File: src/rtl/mem_access_unit.sv
// Load/store unit between the EX/MEM pipeline register and a doubleword-wide
// data memory. Sub-doubleword stores are read-modify-write; loads are lane
// extracted and sign/zero extended; misaligned requests fault without a strobe.
//
// state | meaning
// ------+-------------------------------------------------------------
// IDLE  | ready for a request; misaligned faults answer from here
// RD    | memory read strobe for a load or a partial store
// EXT   | read data back: extend a load, or merge a partial store
// WR    | memory write strobe with the buffered doubleword
module mem_access_unit #(
   parameter int ADDR_W = 64,
   parameter int DATA_W = 64
) (
   input  logic              clk,
   input  logic              rst_n,
   input  logic              req_valid,
   output logic              req_ready,
   input  logic              req_write,
   input  logic [1:0]        req_size,
   input  logic              req_unsigned,
   input  logic [ADDR_W-1:0] req_addr,
   input  logic [DATA_W-1:0] req_wdata,
   output logic              resp_valid,
   output logic [DATA_W-1:0] resp_rdata,
   output logic              misalign,
   output logic [ADDR_W-1:0] mem_addr,
   output logic [DATA_W-1:0] mem_wdata,
   output logic              mem_read_en,
   output logic              mem_write_en,
   input  logic [DATA_W-1:0] mem_rdata
);

   typedef enum logic [1:0] {IDLE, RD, EXT, WR} state_t;

   state_t            state_q, state_d;
   logic [ADDR_W-1:0] addr_q, addr_d;
   logic [1:0]        size_q, size_d;
   logic              write_q, write_d;
   logic              unsigned_q, unsigned_d;
   logic [DATA_W-1:0] wdata_q, wdata_d;
   logic [DATA_W-1:0] wbuf_q, wbuf_d;
   logic              resp_valid_q, resp_valid_d;
   logic              misalign_q, misalign_d;
   logic [DATA_W-1:0] resp_rdata_q, resp_rdata_d;

   logic              req_misalign;
   logic [5:0]        shamt;
   logic [DATA_W-1:0] rd_shift;
   logic [DATA_W-1:0] wd_shift;
   logic [7:0]        size_mask;
   logic [7:0]        lane_mask;
   logic              sign_en;
   logic [DATA_W-1:0] ext_data;
   logic [DATA_W-1:0] merged;

   // Alignment check on the incoming request (byte accesses never fault)
   always_comb begin
      req_misalign = 1'b0;
      case (req_size)
         2'b00:   req_misalign = 1'b0;
         2'b01:   req_misalign = req_addr[0];
         2'b10:   req_misalign = |req_addr[1:0];
         default: req_misalign = |req_addr[2:0];
      endcase
   end

   assign shamt    = {addr_q[2:0], 3'b000};
   assign rd_shift = mem_rdata >> shamt;
   assign wd_shift = wdata_q << shamt;
   assign sign_en  = ~unsigned_q;

   // Lane extraction with sign/zero extension, and the store merge mask
   always_comb begin
      ext_data  = rd_shift;
      size_mask = 8'hFF;
      case (size_q)
         2'b00: begin
            ext_data  = {{56{sign_en & rd_shift[7]}}, rd_shift[7:0]};
            size_mask = 8'h01;
         end
         2'b01: begin
            ext_data  = {{48{sign_en & rd_shift[15]}}, rd_shift[15:0]};
            size_mask = 8'h03;
         end
         2'b10: begin
            ext_data  = {{32{sign_en & rd_shift[31]}}, rd_shift[31:0]};
            size_mask = 8'h0F;
         end
         default: begin
            ext_data  = rd_shift;
            size_mask = 8'hFF;
         end
      endcase
      lane_mask = size_mask << addr_q[2:0];
   end

   // Replace the selected byte lanes of the read doubleword with store data
   always_comb begin
      merged = '0;
      for (int i = 0; i < 8; i++) begin
         merged[8*i +: 8] = lane_mask[i] ? wd_shift[8*i +: 8] : mem_rdata[8*i +: 8];
      end
   end

   // Next-state and registered-output decode
   always_comb begin
      state_d      = state_q;
      addr_d       = addr_q;
      size_d       = size_q;
      write_d      = write_q;
      unsigned_d   = unsigned_q;
      wdata_d      = wdata_q;
      wbuf_d       = wbuf_q;
      resp_valid_d = 1'b0;
      misalign_d   = 1'b0;
      resp_rdata_d = '0;
      case (state_q)
         IDLE: begin
            if (req_valid) begin
               addr_d     = req_addr;
               size_d     = req_size;
               write_d    = req_write;
               unsigned_d = req_unsigned;
               wdata_d    = req_wdata;
               if (req_misalign) begin
                  resp_valid_d = 1'b1;
                  misalign_d   = 1'b1;
               end else if (req_write && (req_size == 2'b11)) begin
                  wbuf_d  = req_wdata;
                  state_d = WR;
               end else begin
                  state_d = RD;
               end
            end
         end
         RD: begin
            state_d = EXT;
         end
         EXT: begin
            if (write_q) begin
               wbuf_d  = merged;
               state_d = WR;
            end else begin
               resp_valid_d = 1'b1;
               resp_rdata_d = ext_data;
               state_d      = IDLE;
            end
         end
         WR: begin
            resp_valid_d = 1'b1;
            state_d      = IDLE;
         end
         default: state_d = IDLE;
      endcase
   end

   // State and datapath registers; reset aborts any access in flight
   always_ff @(posedge clk or negedge rst_n) begin
      if (!rst_n) begin
         state_q      <= IDLE;
         addr_q       <= '0;
         size_q       <= '0;
         write_q      <= 1'b0;
         unsigned_q   <= 1'b0;
         wdata_q      <= '0;
         wbuf_q       <= '0;
         resp_valid_q <= 1'b0;
         misalign_q   <= 1'b0;
         resp_rdata_q <= '0;
      end else begin
         state_q      <= state_d;
         addr_q       <= addr_d;
         size_q       <= size_d;
         write_q      <= write_d;
         unsigned_q   <= unsigned_d;
         wdata_q      <= wdata_d;
         wbuf_q       <= wbuf_d;
         resp_valid_q <= resp_valid_d;
         misalign_q   <= misalign_d;
         resp_rdata_q <= resp_rdata_d;
      end
   end

   assign req_ready    = (state_q == IDLE);
   assign mem_read_en  = (state_q == RD);
   assign mem_write_en = (state_q == WR);
   assign mem_wdata    = wbuf_q;
   assign mem_addr     = {3'b000, addr_q[ADDR_W-1:3]};
   assign resp_valid   = resp_valid_q;
   assign misalign     = misalign_q;
   assign resp_rdata   = resp_rdata_q;

endmodule

File: config.mk
export PLATFORM = sky130hd
export DESIGN_NAME = mem_access_unit
export DESIGN_NICKNAME = d
export VERILOG_FILES = /design/src/rtl/mem_access_unit.sv
export SDC_FILE = /design/constraint.sdc
export NUM_CORES = 1
export LEC_CHECK = 0
export ABC_AREA = 1
export CORE_MARGIN = 4
export CORE_UTILIZATION = 50
export DETAILED_ROUTE_END_ITERATION = 10
export GPL_TIMING_DRIVEN = 0
export HOLD_SLACK_MARGIN = 0.03
export PLACE_DENSITY = 0.85
export SETUP_SLACK_MARGIN = 0.2
export SYNTH_ARGS = -nofsm -noshare
export SYNTH_HDL_FRONTEND = slang
export SYNTH_SLANG_ARGS = --single-unit
File: constraint.sdc
create_clock -name clk -period 2.2 [get_ports clk]
set_clock_uncertainty 0.2 [all_clocks]
set_input_delay 0.22 -clock clk [delete_from_list [all_inputs] [get_ports clk]]
set_output_delay 0.22 -clock clk [all_outputs]
set_load 0.05 [all_outputs]
=== Word level (Yosys, flattened, before mapping) ===
Index checks and enable logic that the tools add are counted.

* Bits of input ports: 199
* Register bits: 264
* Logic and storage cells: 67
* Output and inout bits: 197

* Muxes and demuxes: 28
* Equality and inequality tests: 12
* Bitwise logic cells: 4
* Shift operators: 3
* Reductions and logical operators: 10

{| class="wikitable"
|+ Operators with widths
! operator !! number
|-
| $mux 64 || 6
|-
| $pmux 64 s3 || 1
|-
| $pmux 64 s2 || 1
|-
| $mux 8 || 8
|-
| $shl 64x6->64 || 1
|-
| $shr 64x6->64 || 1
|-
| $pmux 8 s3 || 1
|-
| $eq 2x2->1 const B || 5
|-
| $mux 2 || 4
|-
| $pmux 2 s4 || 1
|-
| $shl 8x3->8 || 1
|-
| $eq 2x1->1 const B || 3
|-
| $logic_not 2->1 || 3
|-
| $ne 2x2->1 const B || 3
|-
| $pmux 1 s3 || 2
|-
| $reduce_and 5->1 || 1
|-
| $mux 1 || 4
|-
| $reduce_and 2->1 || 2
|-
| $and 1x1->1 || 3
|-
| $reduce_or 3->1 || 1
|-
| $ne 2x1->1 const B || 1
|-
| $reduce_bool 2->1 || 1
|-
| $reduce_or 2->1 || 1
|-
| $logic_and 1x1->1 || 1
|-
| $not 1->1 || 1
|}

=== Logic depth before layout (Yosys ltp) ===
Gate-level depths: netlist of run 1.

* Word-level depth: 6
* Depth in mapped cells: 14
* Depth with buffers taken out: 11

=== Worst setup path before layout of run 1 ===
No wires, ideal clock.

* Path type: reg-to-reg
* From: register addr_q[1]
* To: register resp_rdata_q[40] (netlist: resp_rdata[40])
* Clock period less this slack: 1,844 ps
* Buffers on the path: 3
* Path slack: 356 ps
* Cell stages (with the launch flop): 12
* Arrival: 1,527 ps
* Library setup time: 117 ps
* Data required time: 1,883 ps
* Cell sequence: dfrtp_1 buf_2 inv_2 buf_6 nand3_1 nand3_1 nand2_1 nand2_2 nand2_4 o21bai_4 buf_6 nor2_1

* Word-level cells in the longest chain between the ends: 5
* Elaborated cells on any way between the ends: 7
* Classes of those cells: 1 x shift; 3 x mux; 3 x bitwise

{| class="wikitable"
|+ Ends and longest elaborated chain
! what !! line !! source
|-
| from (decl) || 37 || <nowiki>logic [ADDR_W-1:0] addr_q, addr_d;</nowiki>
|-
| from (signal assigned) || 173 || <nowiki>addr_q <= addr_d;</nowiki>
|-
| $shr 64x6->64 * || 69 || <nowiki>assign rd_shift = mem_rdata >> shamt;</nowiki>
|-
| $and 1x1->1, on equally long branches || 87, 79, 83 ||
|-
| $pmux 64 s3 * || 77 || <nowiki>case (size_q)</nowiki>
|-
| $mux 64 * || 141 || <nowiki>if (write_q) begin</nowiki>
|-
| $mux 64 * || 118 || <nowiki>case (state_q)</nowiki>
|-
| via resp_rdata_d[40] || 45 || <nowiki>logic [DATA_W-1:0] resp_rdata_q, resp_rdata_d;</nowiki>
|-
| to (signal assigned) || 181 || <nowiki>resp_rdata_q <= resp_rdata_d;</nowiki>
|-
| to (decl) || 45 ||
|}

The timed path passes the listed nets; every way through them passes the cells marked *.
A chain may end at the register's enable or synchronous reset.

=== Worst setup path after layout of run 1 ===
* From: register addr_q[1]
* To: register resp_rdata_q[36] (netlist: resp_rdata[36])

The elaborated chain is that of the path after synthesis.

==> Flow_metrics.wiki, run 1 <==
{| class="wikitable"
! Metric !! Value
|-
| Initial cell density of the core || 0.506
|-
| Layout fillers || 1996
|-
| Main combinational cell family by area after synthesis || simple AND/OR/NAND/NOR gates
|-
| Top-Level Pins || 396
|-
| Die area || 32800 um^2
|-
| Portion of netlist area occupied by mux cells || 0.0549
|-
| Fin util || 0.763
|-
| Adder-cell share of the synthesized area || 0
|-
| Number of search-and-repair iterations in the first detailed-routing pass || 9
|-
| Routed wire length per instance || 28.7 um
|-
| Number of instances in the synthesized netlist || 1948
|-
| Proportion of synthesized flip-flops having asynchronous set or reset || 1.00
|-
| Area growth from synthesis to final layout || 50.9%
|-
| Critical path arrival || 2630 ps
|-
| Total design power || 42.2 mW
|-
| Clock buffers created by TritonCTS || 28
|-
| First-pass GRT wire length || 115000 um
|-
| Maximum root-to-sink buffer count || 3
|-
| Total Negative Setup Slacks || -215 ps
|-
| Drc violations || 0
|-
| Area share of the largest cell type after synthesis || 0.441
|-
| Cell with the most instances after synthesis || sky130_fd_sc_hd__nand2_1
|-
| DRT iter0 DRCs || 3458
|-
| CP Max Fanout || 10
|-
| Setup-violating endpoint count in the final report || 4
|-
| RSZ-0062 raised after global routing || yes
|-
| Share of the synthesized area in compound gates (AO/OA/AOI/OAI) || 0.158
|-
| Fraction of layout cells with a size suffix above 1 || 0.253
|-
| Number of max-cap violations || 0
|-
| Post-Synthesis Cell Area || 15000 um^2
|-
| Number of vias per cell after detailed routing || 6.37
|-
| GRT overflow || 0
|-
| Seq cells post-synth || 264
|-
| Height of the chip || 181 um
|-
| Startpoint types || flip-flop
|-
| Fraction of synthesized cell area in xor and xnor cells || 0
|-
| Count of port buffers added during placement || 391
|-
| Total global-route track usage || 0.464
|-
| Place WS || -487 ps
|-
| Wire length reported by the detailed router || 81700 um
|-
| Worst Hold Slack || 43.0 ps
|-
| Clock network latency to the later pin of the worst-skew pair || 580 ps
|-
| DP Cell Count || 2733
|-
| Number of antenna violations at the first check in global routing || 1
|-
| Post-synth EDFFs || 0
|-
| Vias after detailed routing || 18.1k
|-
| H-Tree Depth || 1
|-
| Post-route fraction of the period consumed by the critical path || 1.06
|-
| Avg Cell Area, Syn || 7.69 um^2
|-
| Total count of max-transition violations in the final report || 0
|-
| Fmax || 431 MHz
|-
| Post-layout instance area || 22600 um^2
|-
| Clock transition at path regs || 70 ps
|-
| Max transition margin || 0.504
|-
| Antenna diode count || 0
|-
| Static Leak || 11.1 nW
|-
| CP endpoint kind || flip-flop
|-
| Worst EP required || 2510 ps
|-
| Die outline width || 181 um
|-
| Maximum number of pins on one net before global-route repair || 129
|-
| Sequential share of the synthesized area || 0.441
|-
| Min setup slack post-route || -122 ps
|-
| Crit path time final || 2320 ps
|-
| TritonCTS clock tree || done
|-
| Worst-Margin Slew || 737 ps
|-
| Top area cells in the synthesized netlist || sky130_fd_sc_hd__dfrtp_1, sky130_fd_sc_hd__nand2_1, sky130_fd_sc_hd__a21oi_1
|-
| Top cell types by occurrence after synthesis || sky130_fd_sc_hd__nand2_1, sky130_fd_sc_hd__dfrtp_1, sky130_fd_sc_hd__a21oi_1, sky130_fd_sc_hd__inv_1, sky130_fd_sc_hd__o21ai_0
|-
| Post-synthesis cell type count || 35
|-
| Cell area after placement || 19500 um^2
|-
| Slack of the worst reg-to-reg path || -120 ps
|-
| Critical setup path kind || reg2reg
|-
| Cell type with the largest total area after synthesis || sky130_fd_sc_hd__dfrtp_1
|-
| Library cell used as clock root buffer || sky130_fd_sc_hd__clkbuf_16
|-
| Vias in the first global route || 17.9k
|-
| Final hold violations || 0
|-
| Final Wtd Congestion || 1.08
|-
| Warnings from Yosys || 0
|-
| Worst min-delay path class || in2reg
|-
| Remaining number of nets flagged by the antenna check after routing || 0
|-
| Post-DP HPWL || 56600 um
|-
| Share of synthesized cell area in and, or, nand and nor gates || 0.229
|-
| Main flop type after synthesis || sky130_fd_sc_hd__dfrtp_1
|-
| Outcome || finished, violations left
|-
| Violated checks || negative setup slack
|-
| Power per Cell Area || 1870 nW/um^2
|-
| Peak ir drop on the vdd network || 1.29 mV
|-
| Count of clock tree sinks || 264
|-
| Total number of nets in the final design || 2634
|-
| Number of core rows || 63
|-
| Floorplan Core Area || 29600 um^2
|-
| Non-filler cells, final || 2845
|}
area by class of cell:
type / count / area, um^2 / area share
Buffer: 190 / 1570 / 0.0695
Clock buffer: 41 / 779 / 0.0345
Clock inverter: 9 / 135 / 0.00598
Inverter: 164 / 684 / 0.0303
Multi-Input combinational cell: 1337 / 7860 / 0.348
Sequential cell: 264 / 6610 / 0.292
Tap cell: 390 / 488 / 0.0216
Timing Repair Buffer: 450 / 4480 / 0.198
registers in the layout, indices dropped and copies added (netlist names):
signal / count
addr_q: 64
mem_wdata: 64
misalign: 1
resp_rdata: 64
resp_valid: 1
size_q: 2
state_q: 2
unsigned_q: 1
wdata_q: 64
write_q: 1
layout by cell type (no fill, tap or decap), types with 73 or more instances in the layout:
cell / netlist / routed
sky130_fd_sc_hd__nor2_1: 142 / 117
sky130_fd_sc_hd__clkdlybuf4s50_1: 0 / 197
sky130_fd_sc_hd__dlygate4sd2_1: 0 / 178
sky130_fd_sc_hd__a21oi_1: 166 / 116
sky130_fd_sc_hd__buf_4: 75 / 109
sky130_fd_sc_hd__mux2_2: 73 / 73
sky130_fd_sc_hd__dfrtp_1: 264 / 261
sky130_fd_sc_hd__o21ai_0: 150 / 95
sky130_fd_sc_hd__nand2_1: 523 / 477
sky130_fd_sc_hd__nand3_1: 132 / 88
sky130_fd_sc_hd__inv_1: 150 / 145
power breakdown:
group | switching [mW] | total, mW | internal, mW
Combinational | 19.6 | 28.8 | 9.20
Clock | 2.10 | 4.90 | 2.80
Sequential | 1.55 | 8.43 | 6.88
Total | 23.3 | 42.2 | 18.9
cell families after synthesis:
| logic type | count (synthesis) |
|---|---|
| flip-flops | 264 |
| buffers and inverters | 354 |
| other | 1 |
| multiplexers | 73 |
| AND/OR/NAND/NOR | 833 |
| AO/OA/AOI/OAI | 423 |
worst max-delay path: stages, from the launching register on:
cell,delay [ps]
sky130_fd_sc_hd__dfrtp_1,370
sky130_fd_sc_hd__buf_6,140
sky130_fd_sc_hd__inv_8,70
sky130_fd_sc_hd__buf_12,140
sky130_fd_sc_hd__buf_12,160
sky130_fd_sc_hd__buf_4,250
sky130_fd_sc_hd__o21ai_2,170
sky130_fd_sc_hd__o21ai_1,410
sky130_fd_sc_hd__inv_1,160
sky130_fd_sc_hd__nor2_2,160
per-layer routing:
metal | routed length, um | global-route usage
met1 | 27800 | 0.572
met2 | 37100 | 0.754
met3 | 10100 | 0.107
met4 | 6700 | 0.259
met5 | 17 | 0
what timing repair did:
action	4_1_cts	5_1_grt
endpoints found under the setup margin	403	167
setup buffers	31	13
hold endpoints to repair	264	0
hold buffers	2	0
pin swaps	51	46
gates cloned	10	6
gates resized for setup	594	173
final timing paths:
kind                          startpoint        endpoint  cells after the start
max in group asynchronous          rst_n  resp_rdata[58]                      3
hold / removal               req_addr[2]       addr_q[2]                      3
setup / recovery               addr_q[1]  resp_rdata[36]                      9
setup reg to reg               addr_q[1]  resp_rdata[36]                      9
hold reg to reg            mem_wdata[18]   mem_wdata[18]                      2
min in group asynchronous          rst_n  resp_rdata[22]                      3
Note: power is estimated with default switching activity, not from simulation.
==> run 2, diff against run 1 <==
CAP_MARGIN = 5   (was unset)
==> results of run 2 <==
The final DEF is identical to that of run 1; final timing and power are the same.
